$ cat src/rtl/ub_host_bridge.sv
// ---------------------------------------------------------------------------
// ub_host_bridge
//
// Host-side bridge onto the master port of the unified buffer. Accepts one
// row read/write command per cycle, issues it on registered master_* outputs,
// tracks reads through the buffer's 3-cycle read pipeline and returns read
// rows in issue order through a small response FIFO. Read admission is
// credit-based, so a response always has a FIFO slot when it arrives.
//
// Optional feature: define UB_BRIDGE_ADDR_CHK_EN to reject rows at or above
// TILE_WIDTH (flagged on cmd_err, reads answered with an all-zero row).
//
// Ports
//   clk, rst            clock, synchronous active-high reset
//   buf_enable          shared enable of the unified buffer pipeline
//   cmd_*               command channel (valid/ready, write, addr, byte_en, wdata)
//   rsp_*               read-response channel (valid/ready, rdata)
//   master_*            unified buffer master port
//   cmd_err             sticky address error flag
// ---------------------------------------------------------------------------
module ub_host_bridge #(
    parameter int unsigned MATRIX_WIDTH = 14,
    parameter int unsigned TILE_WIDTH   = 4096,
    parameter int unsigned RSP_DEPTH    = 4
) (
    input  logic                                 clk,
    input  logic                                 rst,
    input  logic                                 buf_enable,
    input  logic                                 cmd_valid,
    output logic                                 cmd_ready,
    input  logic                                 cmd_write,
    input  logic [$clog2(TILE_WIDTH):0]          cmd_addr,
    input  logic [MATRIX_WIDTH-1:0]              cmd_byte_en,
    input  logic [MATRIX_WIDTH-1:0][7:0]         cmd_wdata,
    output logic                                 rsp_valid,
    input  logic                                 rsp_ready,
    output logic [MATRIX_WIDTH-1:0][7:0]         rsp_rdata,
    output logic [$clog2(TILE_WIDTH):0]          master_addr,
    output logic                                 master_en,
    output logic [MATRIX_WIDTH-1:0]              master_write_en,
    output logic [MATRIX_WIDTH-1:0][7:0]         master_write_port,
    input  logic [MATRIX_WIDTH-1:0][7:0]         master_read_port,
    output logic                                 cmd_err
);

    // Address carries one bit beyond the row range so out-of-range rows are
    // representable and can be detected.
    localparam int unsigned ADDR_W = $clog2(TILE_WIDTH) + 1;
    localparam int unsigned PTR_W  = $clog2(RSP_DEPTH);
    localparam int unsigned CNT_W  = PTR_W + 1;
    localparam int unsigned SUM_W  = CNT_W + 1;

    typedef logic [MATRIX_WIDTH-1:0][7:0] row_t;

    // Issue registers
    logic                    master_en_q,         master_en_d;
    logic [MATRIX_WIDTH-1:0] master_write_en_q,   master_write_en_d;
    logic [ADDR_W-1:0]       master_addr_q,       master_addr_d;
    row_t                    master_write_port_q, master_write_port_d;

    // Read tracker: rd_issue_q marks a read in its issue cycle, stage_q follows
    // the buffer's read pipeline. zero flags mark reads answered with zeros.
    logic                    rd_issue_q, rd_issue_d;
    logic                    rd_zero_q,  rd_zero_d;
    logic [2:0]              stage_q,    stage_d;
    logic [2:0]              zero_q,     zero_d;

    // Response FIFO
    row_t                    fifo_q [RSP_DEPTH];
    logic [PTR_W-1:0]        wr_ptr_q, wr_ptr_d;
    logic [PTR_W-1:0]        rd_ptr_q, rd_ptr_d;
    logic [CNT_W-1:0]        count_q,  count_d;

    // Held low through reset and its following cycle so cmd_ready stays 0
    // while rst is asserted without depending on rst combinationally.
    logic                    rdy_en_q;
    logic                    cmd_err_q, cmd_err_d;

    logic                    accept;
    logic                    addr_bad;
    logic                    push;
    logic                    pop;
    logic                    credit_ok;
    logic [SUM_W-1:0]        in_use;

`ifdef UB_BRIDGE_ADDR_CHK_EN
    localparam logic [ADDR_W-1:0] ADDR_LIMIT = ADDR_W'(TILE_WIDTH);
    assign addr_bad = (cmd_addr >= ADDR_LIMIT);
    assign cmd_err  = cmd_err_q;
`else
    assign addr_bad = 1'b0;
    assign cmd_err  = 1'b0;
`endif

    // Everything that will eventually need a FIFO slot: reads being issued,
    // reads in the buffer pipeline and rows already queued.
    assign in_use = SUM_W'(rd_issue_q) + SUM_W'(stage_q[0]) + SUM_W'(stage_q[1])
                  + SUM_W'(stage_q[2]) + SUM_W'(count_q);
    assign credit_ok = (in_use < SUM_W'(RSP_DEPTH));

    assign cmd_ready = rdy_en_q && buf_enable && (cmd_write || credit_ok);
    assign accept    = cmd_valid && cmd_ready;

    assign rsp_valid = (count_q != '0);
    assign rsp_rdata = rsp_valid ? fifo_q[rd_ptr_q] : '0;
    assign pop       = rsp_valid && rsp_ready;
    assign push      = stage_q[2] && buf_enable;

    assign master_en         = master_en_q;
    assign master_write_en   = master_write_en_q;
    assign master_addr       = master_addr_q;
    assign master_write_port = master_write_port_q;

    always_comb begin
        master_en_d         = master_en_q;
        master_write_en_d   = master_write_en_q;
        master_addr_d       = master_addr_q;
        master_write_port_d = master_write_port_q;
        rd_issue_d          = rd_issue_q;
        rd_zero_d           = rd_zero_q;
        stage_d             = stage_q;
        zero_d              = zero_q;
        cmd_err_d           = cmd_err_q | (accept && addr_bad);

        // Issue and tracking freeze with the buffer pipeline; accept already
        // implies buf_enable.
        if (buf_enable) begin
            master_en_d       = accept && !addr_bad;
            master_write_en_d = (accept && cmd_write && !addr_bad) ? cmd_byte_en : '0;
            if (accept && !addr_bad) begin
                master_addr_d = cmd_addr;
            end
            if (accept && cmd_write && !addr_bad) begin
                master_write_port_d = cmd_wdata;
            end
            rd_issue_d = accept && !cmd_write;
            rd_zero_d  = accept && !cmd_write && addr_bad;
            stage_d    = {stage_q[1:0], rd_issue_q};
            zero_d     = {zero_q[1:0], rd_zero_q};
        end

        wr_ptr_d = push ? wr_ptr_q + 1'b1 : wr_ptr_q;
        rd_ptr_d = pop  ? rd_ptr_q + 1'b1 : rd_ptr_q;
        count_d  = count_q + CNT_W'(push) - CNT_W'(pop);
    end

    always_ff @(posedge clk) begin
        if (rst) begin
            master_en_q         <= 1'b0;
            master_write_en_q   <= '0;
            master_addr_q       <= '0;
            master_write_port_q <= '0;
            rd_issue_q          <= 1'b0;
            rd_zero_q           <= 1'b0;
            stage_q             <= '0;
            zero_q              <= '0;
            wr_ptr_q            <= '0;
            rd_ptr_q            <= '0;
            count_q             <= '0;
            rdy_en_q            <= 1'b0;
            cmd_err_q           <= 1'b0;
        end else begin
            master_en_q         <= master_en_d;
            master_write_en_q   <= master_write_en_d;
            master_addr_q       <= master_addr_d;
            master_write_port_q <= master_write_port_d;
            rd_issue_q          <= rd_issue_d;
            rd_zero_q           <= rd_zero_d;
            stage_q             <= stage_d;
            zero_q              <= zero_d;
            wr_ptr_q            <= wr_ptr_d;
            rd_ptr_q            <= rd_ptr_d;
            count_q             <= count_d;
            rdy_en_q            <= 1'b1;
            cmd_err_q           <= cmd_err_d;
        end
    end

    // Storage needs no reset: rsp_rdata is masked while the FIFO is empty.
    always_ff @(posedge clk) begin
        if (!rst && push) begin
            fifo_q[wr_ptr_q] <= zero_q[2] ? '0 : master_read_port;
        end
    end

endmodule

$ cat config.mk
export PLATFORM = sky130hd
export DESIGN_NAME = ub_host_bridge
export DESIGN_NICKNAME = d
export VERILOG_FILES = /design/src/rtl/ub_host_bridge.sv
export SDC_FILE = /design/constraint.sdc
export NUM_CORES = 1
export LEC_CHECK = 0
export BUFFER_PORTS_ARGS = -buffer_cell sky130_fd_sc_hd__buf_2
export CORE_UTILIZATION = 55
export DETAILED_ROUTE_END_ITERATION = 8
export GPL_TIMING_DRIVEN = 0
export PLACE_DENSITY = 0.81
export SYNTH_ARGS = -nofsm -noshare
export SYNTH_HDL_FRONTEND = slang
export SYNTH_SLANG_ARGS = --single-unit
$ cat constraint.sdc
create_clock -name clk -period 8.7 [get_ports clk]
set_input_delay 1.74 -clock clk [delete_from_list [all_inputs] [get_ports clk]]
set_output_delay 1.74 -clock clk [all_outputs]
set_load 0.01 [all_outputs]
==> impl_metrics.env <==
export IMPL_wl_per_cell_um=22.9
export IMPL_start_kind="flip-flop"
export IMPL_synth_fp_nets=1661
export IMPL_required_ns=6.96
export IMPL_cts_root_buffer="clkbuf_16"
export IMPL_endpoint="rsp_rdata[92]"
export IMPL_finalWirelength_mm=58.1
export IMPL_cap_violations=0
export IMPL_cts_buffer_depth=3
export IMPL_gp_congestion=0.897
export IMPL_io_buffer_count=510
export IMPL_cp_end_kind="output pin"
export IMPL_drc=0
export IMPL_grt_use_met2=0.465
export IMPL_fin_area_sq_um=27700
export IMPL_dp_hpwl_mm=40.9
export IMPL_synth_edf_count=448
export IMPL_core_area_sq_um=40100
export IMPL_dpl_instance_area_sq_um=25900
export IMPL_syn_area_per_cell_sq_um=16.2
export IMPL_relSlewSlack=0.401
export IMPL_viasPerCell=5.52
export IMPL_grt_busiest_layer="met2"
export IMPL_antenna_found_initial=10
export IMPL_fmax_ghz=0.210
export IMPL_ys_seq_elements=602
export IMPL_worstMarginPinSlew_ns=0.898
export IMPL_period_share=0.547
export IMPL_grt_max_degree=60
export IMPL_peakVddDrop_mv=0.210
export IMPL_synth_seq_area_share=0.734
export IMPL_setup_viol=0
export IMPL_cts_clk_slew_worst_paths_ns=0.06
export IMPL_gr_usage_met1=0.333
export IMPL_grt_pass1_vias=14000
export IMPL_synthCells=1394
export IMPL_cts_tree="done"
export IMPL_skew_ns=0.0163
export IMPL_pin_count=512
export IMPL_critPathMaxFanout=10
export IMPL_gr_total_overflow=0
export IMPL_grt_pass1_wl_mm=83.8
export IMPL_r2r_end="fifo_q[2][67]$_DFFE_PP_"
export IMPL_met3_usage=0.0741
export IMPL_yosysTopAreaCell="edfxtp_1"
export IMPL_post_cts_setup_buffers=0
export IMPL_hold_viol=0
export IMPL_regToRegStartpoint="stage_q[2]$_SDFFE_PP0P_"
export IMPL_ys_top_cells_by_area="edfxtp_1, dfxtp_1, mux4_2"
export IMPL_dr_pass1_iters=5
export IMPL_crit_start="count_q[1]$_SDFF_PP0_"
export IMPL_grt_usage=0.275
export IMPL_min_path_type="flip-flop to flip-flop"
export IMPL_final_antenna_net_count=0
export IMPL_final_layout_size_suffix_gt1_frac=0.375
export IMPL_ys_warn_count=0
export IMPL_initial_core_util=0.562
export IMPL_finalCriticalPeriod_ns=4.76
export IMPL_async_flop_share=0
export IMPL_first_iter_violations=1017
export IMPL_synthMostInstantiatedCell="edfxtp_1"
export IMPL_rsz0062_at_grt="false"
export IMPL_cp_arrival_ns=3.02
export IMPL_maxSlewViolCount=0
export IMPL_die_area_sq_um=41800
export IMPL_syn_to_final_growth_pct=23.2
export IMPL_layout_nets=2234
export IMPL_power_leakage_uw=0.0104
export IMPL_power_density_nw_per_um2=261
export IMPL_synth_common_cells="edfxtp_1, nand2_1, dfxtp_1, a21oi_1, and2_1"
export IMPL_dpl_cell_count=2433
export IMPL_cts_buffers=57
export IMPL_std_cell_rows=73
export IMPL_cts_resized=0
export IMPL_htree_num_levels=2
export IMPL_r2r_setup_slack_ns=6.33
export IMPL_ctsHoldBuffers=0
export IMPL_ys_types=34
export IMPL_die_width_um=204
export IMPL_path_class="flip-flop to output pin"
export IMPL_final_cells=2539
export IMPL_num_vias=14000
export IMPL_tns_ns=0
export IMPL_clkLatencyLatePin_ns=0.59
export IMPL_netlist_area_leader_share=0.597
export IMPL_die_h_um=204
export IMPL_status="completed"
export IMPL_r2r_cells=4
export IMPL_cts_sinks=602
export IMPL_synth_main_ff_cell="edfxtp_1"
export IMPL_syn_area_sq_um=22500
-- sequential cells by signal, indices dropped and copies added (netlist names), named ones only --
signal,flops
fifo_q,448
master_en,1
wr_ptr_q,2
master_addr,13
rd_issue_q,1
stage_q,3
rdy_en_q,1
master_write_en,14
rd_ptr_q,2
master_write_port,112
count_q,3
-- worst max-delay path: stages (launching register included) --
cell and delay, ns:
dfxtp_1 0.46, or3_1 0.43, clkbuf_1 0.66, clkbuf_1 0.47
and2_1 0.25, buf_2 0.14
-- metal layers --
layer | vias to the layer above | wire length (um) | part of all wire
met5 | - | 103 | 0.0018
met4 | 16 | 2440 | 0.042
met3 | 139 | 5230 | 0.090
met2 | 667 | 29000 | 0.50
met1 | 6905 | 21300 | 0.37
li1 | 6300 | - | -
-- kinds of logic (layout without fill, tap and decap cells) --
kind of cell             Yosys count  count (layout)  share of synthesized area
AND/OR/NAND/NOR                  418             418                     0.0852
multiplexers                     128             128                      0.119
adder cells (fa/ha/maj)           10              10                    0.00622
buffers and inverters             95             713                     0.0228
other                              1               3                   0.000166
XOR/XNOR                           4               4                    0.00156
AO/OA/AOI/OAI                    136             136                     0.0311
flip-flops                       602             602                      0.734
-- cell usage in the layout, fill, tap and decap left out, types with 3 or more instances in the layout --
| cell | Yosys | layout |
|---|---|---|
| clkbuf_8 | 0 | 3 |
| ha_1 | 8 | 8 |
| edfxtp_1 | 448 | 448 |
| buf_16 | 0 | 4 |
| and2_1 | 117 | 113 |
| mux4_2 | 112 | 112 |
| mux2i_1 | 16 | 16 |
| xor2_1 | 3 | 3 |
| buf_1 | 4 | 4 |
| buf_2 | 29 | 539 |
| clkbuf_16 | 0 | 58 |
| dfxtp_1 | 154 | 154 |
| a21oi_1 | 129 | 129 |
| buf_4 | 3 | 3 |
| clkbuf_1 | 40 | 54 |
| buf_8 | 9 | 9 |
| nand2_1 | 253 | 253 |
| nor2_1 | 25 | 25 |
| clkinvlp_4 | 0 | 4 |
| nor2b_1 | 16 | 16 |
| and2_4 | 0 | 4 |
| clkinv_2 | 0 | 9 |
| bufinv_16 | 0 | 7 |
| clkinv_1 | 0 | 7 |
| inv_1 | 9 | 9 |
-- worst min-delay path by stage --
| stage | startpoint | slack [ns] | cells after the start | endpoint |
|---|---|---|---|---|
| after floorplan | wr_ptr_q[1]$_SDFFE_PP0P_ | 0.47 | 2 | wr_ptr_q[1]$_SDFFE_PP0P_ |
| after global placement | master_write_port[93]$_SDFFE_PP0P_ | 0.44 | 2 | master_write_port[93]$_SDFFE_PP0P_ |
| after detailed placement | master_write_port[69]$_SDFFE_PP0P_ | 0.44 | 2 | master_write_port[69]$_SDFFE_PP0P_ |
| after CTS | master_write_port[110]$_SDFFE_PP0P_ | 0.45 | 2 | master_write_port[110]$_SDFFE_PP0P_ |
| after global routing | master_write_port[96]$_SDFFE_PP0P_ | 0.46 | 2 | master_write_port[96]$_SDFFE_PP0P_ |
| final | master_write_port[109]$_SDFFE_PP0P_ | 0.45 | 2 | master_write_port[109]$_SDFFE_PP0P_ |
-- cell type report --
type | count | area (sq um)
Multi-Input combinational cell | 697 | 5490
Clock inverter | 29 | 337
Buffer | 86 | 479
Fill cell | 2669 | 12400
Timing Repair Buffer | 514 | 2660
Clock buffer | 75 | 1550
Antenna cell | 2 | 5.00
Inverter | 9 | 33.8
Sequential cell | 602 | 16500
Tap cell | 525 | 657
-- metrics by stage --
step           power (uW)  utilization  setup slack [ns]  hold WS [ns]
3_5_place_dp         4820        0.645              4.19         0.443
5_1_grt              7500        0.692              3.75         0.465
2_1_floorplan        4190            -              3.61         0.469
3_3_place_gp         4800        0.642              1.34         0.439
4_1_cts              7290        0.692              3.75         0.452
6_report             7230        0.692              3.94         0.453
-- power by group --
part	switching [uW]	leakage, uW	internal [uW]
logic	849	0.00419	769
clock network	1030	0.000910	1450
registers	22.6	0.00527	3110
Note: power is estimated with default switching activity, not from simulation.
